**config.mk**
```make
export PLATFORM = sky130hd
export DESIGN_NAME = ttl_74238
export DESIGN_NICKNAME = d
export VERILOG_FILES = /design/src/rtl/ttl_74238_pkg.sv /design/src/rtl/ttl_decode_onehot.sv /design/src/rtl/ttl_74238.sv
export SDC_FILE = /design/constraint.sdc
export NUM_CORES = 1
export LEC_CHECK = 0
export CAP_MARGIN = 20
export CORE_AREA = 2 2 39 41
export DETAILED_ROUTE_END_ITERATION = 10
export DIE_AREA = 0 0 41 43
export PLACE_DENSITY_LB_ADDON = 0.15
export SYNTH_ARGS = -nofsm -noshare
export SYNTH_HDL_FRONTEND = slang
export SYNTH_SLANG_ARGS = --single-unit
```
**constraint.sdc**
```tcl
create_clock -name Clk -period 1.19 [get_ports Clk]
set_input_delay 0.119 -clock Clk [delete_from_list [all_inputs] [get_ports Clk]]
set_output_delay 0.119 -clock Clk [all_outputs]
set_load 0.05 [all_outputs]
```
**src/rtl/ttl_74238_pkg.sv**
```systemverilog
// Shared types and helpers for the 74238-style registered decoder.
// Pure combinational helpers; no latency, no backpressure.
package ttl_74238_pkg;

  // The three enable pins grouped so the gate can be reused by other decoders.
  typedef struct packed {
    logic enable1_bar;
    logic enable2_bar;
    logic enable3;
  } enables_t;

  function automatic logic enable_term(enables_t e);
    return !e.enable1_bar && !e.enable2_bar && e.enable3;
  endfunction

endpackage

```
**src/rtl/ttl_decode_onehot.sv**
```systemverilog
// Combinational one-hot decoder: onehot[k] = en & (sel == k), zero for out-of-range sel.
// Latency 0; no backpressure. Shared by the 74138/74139/74238 family.
module ttl_decode_onehot #(
  parameter int WIDTH_OUT = 8
) (
  input  logic                         en,
  input  logic [$clog2(WIDTH_OUT)-1:0] sel,
  output logic [WIDTH_OUT-1:0]         onehot
);

  localparam int WIDTH_IN = $clog2(WIDTH_OUT);

  // Addresses >= WIDTH_OUT match no comparator, so the word is all zeros.
  for (genvar k = 0; k < WIDTH_OUT; k++) begin : g_cmp
    assign onehot[k] = en & (sel == WIDTH_IN'(k));
  end

endmodule

```
**src/rtl/ttl_74238.sv**
```systemverilog
// Registered 3-to-8 (generic width) decoder with active-high outputs, 74238-style.
// Latency 1 cycle (Y valid from the sampling edge); no backpressure, one decode per cycle.
module ttl_74238
  import ttl_74238_pkg::*;
#(
  parameter int WIDTH_OUT  = 8,
  parameter int DELAY_RISE = 0,
  parameter int DELAY_FALL = 0
) (
  input  logic                         Clk,
  input  logic                         Reset,
  input  logic                         Enable1_bar,
  input  logic                         Enable2_bar,
  input  logic                         Enable3,
  input  logic [$clog2(WIDTH_OUT)-1:0] A,
  output logic [WIDTH_OUT-1:0]         Y
);

  localparam int WIDTH_IN = $clog2(WIDTH_OUT);

  enables_t             enables;
  logic                 en;
  logic [WIDTH_IN-1:0]  addr;
  logic [WIDTH_OUT-1:0] d;

  assign enables = '{enable1_bar: Enable1_bar, enable2_bar: Enable2_bar, enable3: Enable3};
  assign en      = enable_term(enables);
  assign addr    = A;

  ttl_decode_onehot #(
    .WIDTH_OUT (WIDTH_OUT)
  ) u_decode (
    .en     (en),
    .sel    (addr),
    .onehot (d)
  );

  always_ff @(posedge Clk) begin
    if (Reset) begin
      Y <= '0;
    end else begin
      Y <= d;
    end
  end

  // The delays only describe simulated settle time; this view settles at the edge.
  if (WIDTH_OUT < 2 || DELAY_RISE < 0 || DELAY_FALL < 0) begin : g_illegal_params
  end

endmodule

```
==> flow_summary_export.csv <==
group,metric,value,unit
outcome,status,"finished clean",
logic_synthesis,syn_nets,28,
global_routing,grt_pass1_vias,253,
cells_and_area,regMostFlops,"Y",
cells_and_area,reg_top3,"Y: 8 flops",
cells_and_area,largest_reg_flops,8,
logic_synthesis,synth_flop_cell,"dfxtp_1",
drt,vias,260,
floorplanning,rows,14,
drt,wl,677,um
sta,setup_viol,0,
drt,drc_errors,0,
placed_design,place_hpwl,504,um
clock_tree,cts_tree,"yes",
logic_synthesis,ys_seq_area_share,63.4,%
sta,max_freq,859,MHz
floorplanning,dieArea,0.00176,mm2
sta,timing.hold.ws,0.541,ns
placed_design,gp_congestion,0.712,
drt,via_per_inst,4.48,
sta,max_slew_margin,83.0,%
placed_design,port_buffers,15,
drt,drt_iter0_drc,7,
drt,wl_per_cell,11.7,um
global_routing,grt_max_degree,6,
logic_synthesis,ys_types,9,
cells_and_area,num-nets-final,52,
logic_synthesis,synth_top_area_share,63.4,%
cells_and_area,fin_util,40.8,%
logic_synthesis,synth_common_cells,"8 x dfxtp_1, 4 x nor2_1, 2 x nor4_1",
logic_synthesis,synthArstFlopShare,0,%
clock_tree,cts_buffers,3,
clock_tree,clockRootBuffer,"clkbuf_4",
sta,drv_slew,0,
logic_synthesis,syn_inst,20,
critical_path,crit_type,"in2reg",
critical_path,worstPathArrival,1.33,ns
logic_synthesis,yosys-top-cells-area,"dfxtp_1 63%, nor2_1 5.9%, nor4b_2 5.9%, or4b_4 5.4%, nor4_1 5.0%",
cells_and_area,num_antenna_cells,0,
logic_synthesis,yosysMostFrequentCell,"dfxtp_1",
sta,fin_crit_sh,97.8,%
power,power_density,970,mW/mm2
clock_tree,clkTransAtPathRegs,0.06,ns
global_routing,antenna_found_initial,0,
logic_synthesis,ys_seq_elements,8,
power,combPwrFrac,12.3,%
critical_path,crit_path_end_kind,"flip-flop",
floorplanning,die_h,43,um
logic_synthesis,synth_edf_count,0,
power,p_clk_share,38.2,%
power,power.internal,426,uW
power,sw_frac_of_total,22.1,%
clock_tree,cts_hold_buffers,0,
floorplanning,fp.coreArea,0.00138,mm2
cells_and_area,drive_above_1_share,42.9,%
clock_tree,cts_setup_buffers,0,
cells_and_area,nFillCells,134,
logic_synthesis,yosysWarnings,0,
worst_hold_path,hold_path_class,"in2reg",
critical_path,critPathLaunchType,"primary input",
sta,grt_setup_unrepaired,"no",
global_routing,track_usage,10.4,%
sta,worstMarginPinSlew,0.252,ns
clock_tree,post_cts_resized,0,
floorplanning,ios,16,
floorplanning,die_x,41,um
critical_path,cp.required,1.36,ns
drt,antenna_left,0,
power,ir_worst_vdd,0.285,mV
global_routing,grt_overflow,0,
logic_synthesis,postSynthAreaPerCell,12.6,um2
logic_synthesis,syn_area,253,um2
clock_tree,h-tree-depth,1,
run,drv_cap,0,
logic_synthesis,synth_top_area_cell,"dfxtp_1",
cells_and_area,syn_to_final_growth,123,%
power,leakagePower,0.211,nW
critical_path,crit_fanout,4,
clock_tree,clockBufferDepth,2,
global_routing,grt_pass1_wl,1.04,mm
sta,period_needed,1.16,ns
drt,first_pass_iters,4,
sta,hold_viol_final,0,
power,seqPwrFrac,49.5,%
power,p_switching,121,uW
floorplanning,initial_core_util,18.3,%
clock_tree,cts_sinks,8,
logic make-up (layout without fill, tap and decap cells):
family,count (synthesis),in the layout,share of synthesized area [%]
buffers and inverters,0,22,0
AND/OR/NAND/NOR,12,12,36.6
flip-flops,8,8,63.4
cell type report:
| class | count | area (um2) | share of cell area (%) |
|---|---|---|---|
| clock buffers | 3 | 22.5 | 3.99 |
| multi-input cells | 12 | 101 | 18.0 |
| well taps | 16 | 20.0 | 3.55 |
| repair buffers | 19 | 260 | 46.1 |
| flip-flops and latches | 8 | 160 | 28.4 |
critical path: stages:
cell	delay (ns)
clkdlybuf4s50_1	0.41
or4b_4	0.58
nor4b_4	0.23
power groups by stage:
stage                     Sequential (mW)  Combinational [mW]  Clock, mW
after global placement              0.277              0.0621          0
final                               0.271              0.0673      0.209
after global routing                0.271              0.0705      0.237
after detailed placement            0.277              0.0635          0
after CTS                           0.271              0.0637      0.217
after floorplan                     0.281              0.0101          0
routing by layer:
layer  routed length (um)  track usage (%)
met4                   27             16.0
met5                    0                0
met3                   48             4.71
met2                  372             13.4
met1                  229             8.82
layout by cell type (no fill, tap or decap), drive strengths merged:
master | synthesis | layout
or3b | 1 | 1
nor4 | 2 | 2
nor2 | 4 | 4
dfxtp | 8 | 8
nand4bb | 1 | 1
buf | 0 | 12
nor4b | 2 | 2
clkbuf | 0 | 3
clkdlybuf4s50 | 0 | 7
or4b | 1 | 1
nand3b | 1 | 1
metrics by stage:
| step | instances | power, mW | setup TNS [ns] | instance area [um2] | setup WS, ns |
|---|---|---|---|---|---|
| final | 58 | 0.547 | 0 | 564 | 0.0262 |
| after global routing | 58 | 0.578 | 0 | 564 | 0.0103 |
| after CTS | 58 | 0.551 | 0 | 556 | 0.0461 |
| after detailed placement | 55 | 0.340 | -0.717 | 533 | -0.224 |
| after global placement | 55 | 0.339 | -0.665 | 533 | -0.201 |
| after floorplan | 20 | 0.291 | 0 | 253 | 0.250 |
worst paths after layout:
path	from	to	slack (ns)	cells after the start
hold / removal	Enable3	Y[1]$_SDFF_PP0_	0.54	3
setup / recovery	Enable2_bar	Y[4]$_SDFF_PP0_	0.03	3
Note: power is estimated with default switching activity, not from simulation.
